===== src/rtl/conv_pkg.sv =====
// Shared helpers for the convolution pipeline: expected window count per row
// and an elaboration-time parameter legality check.
package conv_pkg;

  function automatic int win_per_row(input int cols, input int mac_nb, input int stride);
    return ((cols - mac_nb) / stride) + 1;
  endfunction

endpackage

`define CONV_CHECK_PARAMS(COLS, MAC, STR) \
  if (((STR) < 1) || (conv_pkg::win_per_row((COLS), (MAC), (((STR) < 1) ? 1 : (STR))) < 1)) begin : g_param_error \
    $error("conv parameters illegal: IMG_COLS must be >= MAC_NB and STRIDE >= 1"); \
  end


===== src/rtl/image_window.sv =====
// Turns a raster pixel stream into MAC_NB-wide horizontal windows with a
// configurable stride; windows never straddle a row boundary.
module image_window
  import conv_pkg::*;
#(
  parameter int MAC_NB      = 3,
  parameter int IMAGE_WIDTH = 16,
  parameter int IMG_COLS    = 32,
  parameter int STRIDE      = 1
) (
  input  logic                          clk,
  input  logic                          rst,
  input  logic [IMAGE_WIDTH-1:0]        pixel,
  input  logic                          pixel_valid,
  output logic [IMAGE_WIDTH*MAC_NB-1:0] image,
  output logic                          image_valid,
  output logic                          row_last
);

  `CONV_CHECK_PARAMS(IMG_COLS, MAC_NB, STRIDE)

  localparam int WIN_W  = IMAGE_WIDTH * MAC_NB;
  localparam int HIST_W = IMAGE_WIDTH * (MAC_NB - 1);
  localparam int COL_W  = (IMG_COLS > 1) ? $clog2(IMG_COLS) : 1;
  localparam int PH_W   = $clog2(STRIDE) + 1;

  localparam logic [COL_W-1:0] COL_FIRST = COL_W'(MAC_NB - 1);
  localparam logic [COL_W-1:0] COL_LAST  = COL_W'(IMG_COLS - 1);
  localparam logic [PH_W-1:0]  PH_LAST   = PH_W'(STRIDE - 1);

  // History holds the MAC_NB-1 most recent pixels; the incoming pixel completes the window.
  logic [HIST_W-1:0] hist_q, hist_d;
  logic [COL_W-1:0]  col_q, col_d;
  logic [PH_W-1:0]   phase_q, phase_d;
  logic [WIN_W-1:0]  image_q, image_d;
  logic              image_valid_q, image_valid_d;
  logic              row_last_q, row_last_d;

  logic [WIN_W-1:0]  window;
  logic [PH_W-1:0]   phase_cur;
  logic              col_last;
  logic              emit;

  // NOTE: every always_comb output gets a default first, so no path leaves a latch.
  always_comb begin
    window        = {pixel, hist_q};
    col_last      = (col_q == COL_LAST);
    phase_cur     = (col_q == COL_FIRST) ? '0 : phase_q;
    emit          = pixel_valid && (col_q >= COL_FIRST) && (phase_cur == '0);

    hist_d        = hist_q;
    col_d         = col_q;
    phase_d       = phase_q;
    image_d       = image_q;
    image_valid_d = emit;
    row_last_d    = pixel_valid && col_last;

    if (pixel_valid) begin
      hist_d  = window[WIN_W-1:IMAGE_WIDTH];
      col_d   = col_last ? '0 : col_q + COL_W'(1);
      phase_d = (phase_cur == PH_LAST) ? '0 : phase_cur + PH_W'(1);
    end
    if (emit) begin
      image_d = window;
    end
  end

  // NOTE: sequential state uses non-blocking assignments so all flops update together.
  // NOTE: the pixel history is reset too, so a reset mid-row leaves no stale data behind.
  always_ff @(posedge clk or negedge rst) begin
    if (!rst) begin
      hist_q        <= '0;
      col_q         <= '0;
      phase_q       <= '0;
      image_q       <= '0;
      image_valid_q <= 1'b0;
      row_last_q    <= 1'b0;
    end else begin
      hist_q        <= hist_d;
      col_q         <= col_d;
      phase_q       <= phase_d;
      image_q       <= image_d;
      image_valid_q <= image_valid_d;
      row_last_q    <= row_last_d;
    end
  end

  assign image       = image_q;
  assign image_valid = image_valid_q;
  assign row_last    = row_last_q;

endmodule


===== config.mk =====
export PLATFORM = sky130hd
export DESIGN_NAME = image_window
export DESIGN_NICKNAME = d
export VERILOG_FILES = /design/src/rtl/conv_pkg.sv /design/src/rtl/image_window.sv
export SDC_FILE = /design/constraint.sdc
export NUM_CORES = 1
export LEC_CHECK = 0
export CAP_MARGIN = 20
export CELL_PAD_IN_SITES_DETAIL_PLACEMENT = 0
export CELL_PAD_IN_SITES_GLOBAL_PLACEMENT = 2
export CORE_ASPECT_RATIO = 0.7
export CORE_MARGIN = 1.5
export CORE_UTILIZATION = 36
export DETAILED_ROUTE_END_ITERATION = 12
export GPL_TIMING_DRIVEN = 0
export PLACE_DENSITY = 0.9
export SLEW_MARGIN = 20
export SYNTH_ARGS = -nofsm -noshare
export SYNTH_HDL_FRONTEND = slang
export SYNTH_SLANG_ARGS = --single-unit

===== constraint.sdc =====
create_clock -name clk -period 2.7 [get_ports clk]
set_input_delay 0.675 -clock clk [delete_from_list [all_inputs] [get_ports clk]]
set_output_delay 0.675 -clock clk [all_outputs]
set_load 0.01 [all_outputs]

==> impl_metrics.ini <==
[status]
run_status = finished, final reports clean

[clock_tree]
cts_tree = yes
ctsResizeCount = 0
ctsRootBufferMaster = clkbuf_16
numCtsBuffers = 9
path_clk_slew_ps = 60
clockBufferDepth = 2
clk_latency_ps = 330
cts_hold_buf = 0
postCtsSetupBuffers = 0
clkSinkCount = 87
cts_htree_levels = 3

[placement]
dp_hpwl_microns = 4447
place.gp.congestion = 0.7016
port_buffers = 68
placed_area_sq_um = 4172

[setup_path]
crit_chain = clkdlybuf4s50_1, buf_1, clkbuf_1, inv_1, o21ai_0, o31ai_1
slowest_stage = clkdlybuf4s50_1
cp_max_fo = 10
critPathLaunchType = input port
worstSetupPathType = in -> reg
cpPeakStageDelay_ps = 560
worstPathArrival_ps = 2600
cp-end-kind = register
critPathRequiredTime_ps = 2910

[global_route]
grt_usage_pct = 14.50
grt_antenna_before_repair = 0
grt_max_degree = 57
overflow = 0
grt_pass1_vias = 1958
grt_pass1_wl_microns = 10690

[floorplan]
start_util_pct = 36.79
rows = 29
num_io_pins = 69
coreArea_sq_um = 8999
die_y_microns = 83.24
die_x_microns = 117.6
fp.dieArea_sq_um = 9790

[cells_and_area]
fin_nets = 301
fill_cells = 814
drive_above_1_share_pct = 34.28
syn_to_final_growth_pct = 34.58
num_antenna_cells = 0
fin_area_sq_um = 4456

[power]
p_leak_uw = 0.001879
power_density_nw_per_um2 = 982.9
peakVddDrop_mv = 0.4993

[route]
drt-pass1-iter-count = 4
final_antenna_net_count = 0
highest_layer = met4
routed_wl_microns = 6511
wl_met2_microns = 2788
via_per_inst = 4.654
drt_iter0_drc = 78
remaining_drc_errors = 0
wl_met1_microns = 3185
wl_per_cell_microns = 16.00
routed-via-count = 1894
dr_wl_met3_microns = 467

[timing]
hold_ws_ps = 280.4
rsz0062_at_grt = no
finalCritPeriodShare_pct = 88.60
max_freq_mhz = 418.0
slew_violations = 0
clock_skew_ps = 3.606
worst_pin_slew_ps = 676.9
hold_violations = 0
setup_viol = 0
period_needed_ps = 2392
max-slew-margin-rel_pct = 54.87

[synth]
synth_top_area_share_pct = 65.76
syn_avg_cell_area_sq_um = 16.64
netlist_area_sq_um = 3311
synth_nets = 221
ys_ff_latch = 87
yosysSeqAreaShare_pct = 65.76
syn_inst = 199
ys_top_cells_by_area = dfrtp_1 66%, mux2_2 24%, mux2_1 3.1%
synth_cell_types = 21
yosysWarningCount = 0
synth_top_cell_by_area = dfrtp_1

[flow_run]
drv_cap = 0

[worst_hold_path]
timing.hold.worst.class = in -> async
==> where the power goes <==
group	switching, uW	internal (uW)
combinational	493	834
sequential	219	1670
clock	471	690
==> cells in the mapped netlist <==
library cell and number:
inv_1 3, buf_6 2, o21ai_4 1, buf_4 3, nand3_1 1, buf_2 1
clkbuf_1 1, and2_1 1, mux2_2 72, o21ai_0 3, and3_1 1, nand2_1 2
o31ai_1 2, or4_4 1, ha_1 3, a31oi_1 1, nand2b_1 2, mux2i_1 1
mux2_1 9, dfrtp_1 87, buf_1 2
==> final timing paths <==
path | to | startpoint | slack, ps | cells after the start
min reg2reg | image[40] | image[40] | 490 | 1
max in group asynchronous | image[38] | rst | 1790 | 2
max reg2reg | image[42] | col_q[0] | 520 | 7
min in group clk | image[40] | image[40] | 490 | 1
max | col_q[3] | pixel_valid | 310 | 6
min | image[11] | rst | 280 | 1
==> cells by family (layout without fill, tap and decap cells) <==
group / Yosys count / count (layout) / share of synthesized area [%]
simple gates: 8 / 8 / 1.474
flops: 87 / 87 / 65.76
mux: 82 / 82 / 27.85
buf+inv: 12 / 96 / 2.192
fa+ha+maj: 3 / 3 / 1.134
compound gates: 7 / 7 / 1.587
==> state kept, by name, summed over array words and instances (netlist names) <==
| name | flops |
|---|---|
| image | 48 |
| hist_q | 32 |
| col_q | 5 |
| image_valid | 1 |
| row_last | 1 |
==> stage by stage <==
step / setup TNS, ps / setup WS (ps) / util [%] / total power [uW] / std cells
2_1_floorplan: 0 / 708.9 / - / 2487 / 199
3_3_place_gp: -192900 / -2219 / 46.08 / 3221 / 391
3_5_place_dp: -443.0 / -76.34 / 46.36 / 3261 / 392
4_1_cts: 0 / 252.1 / 49.51 / 4451 / 407
5_1_grt: 0 / 49.80 / 49.51 / 4627 / 407
6_report: 0 / 307.9 / 49.51 / 4379 / 407
==> worst max-delay path, delay by kind of cell <==
kind | cells | cell delay [ps]
compound gates | 2 | 290
buf+inv | 4 | 1640
==> cells in the final DEF, fill, tap and decap left out, types with 2 or more instances in the layout <==
master,synthesis,final
buf_6,2,2
clkbuf_8,0,3
nand2_1,2,2
clkdlybuf4s50_1,0,67
ha_1,3,3
clkinv_2,0,2
clkbuf_16,0,9
mux2_1,9,9
inv_1,3,3
o31ai_1,2,2
nand2b_1,2,2
buf_4,3,4
buf_1,2,2
mux2_2,72,72
o21ai_0,3,3
dfrtp_1,87,87
==> per-layer routing <==
metal / global-route usage (%) / vias up
li1: - / 870
met1: 20.32 / 960
met2: 19.72 / 58
met3: 6.662 / 6
met4: 4.989 / 0
met5: 0 / -
==> layout make-up <==
cell class | instances | area [sq um] | area share, %
sequential | 87 | 2177 | 48.86
multi-input combinational | 100 | 1061 | 23.81
timing repair buffer | 69 | 705.7 | 15.84
clock buffer | 12 | 266.5 | 5.981
tap | 124 | 155.1 | 3.482
buffer | 9 | 61.31 | 1.376
clock inverter | 3 | 17.52 | 0.3931
inverter | 3 | 11.26 | 0.2527
Power figures use the tool's default switching activity.
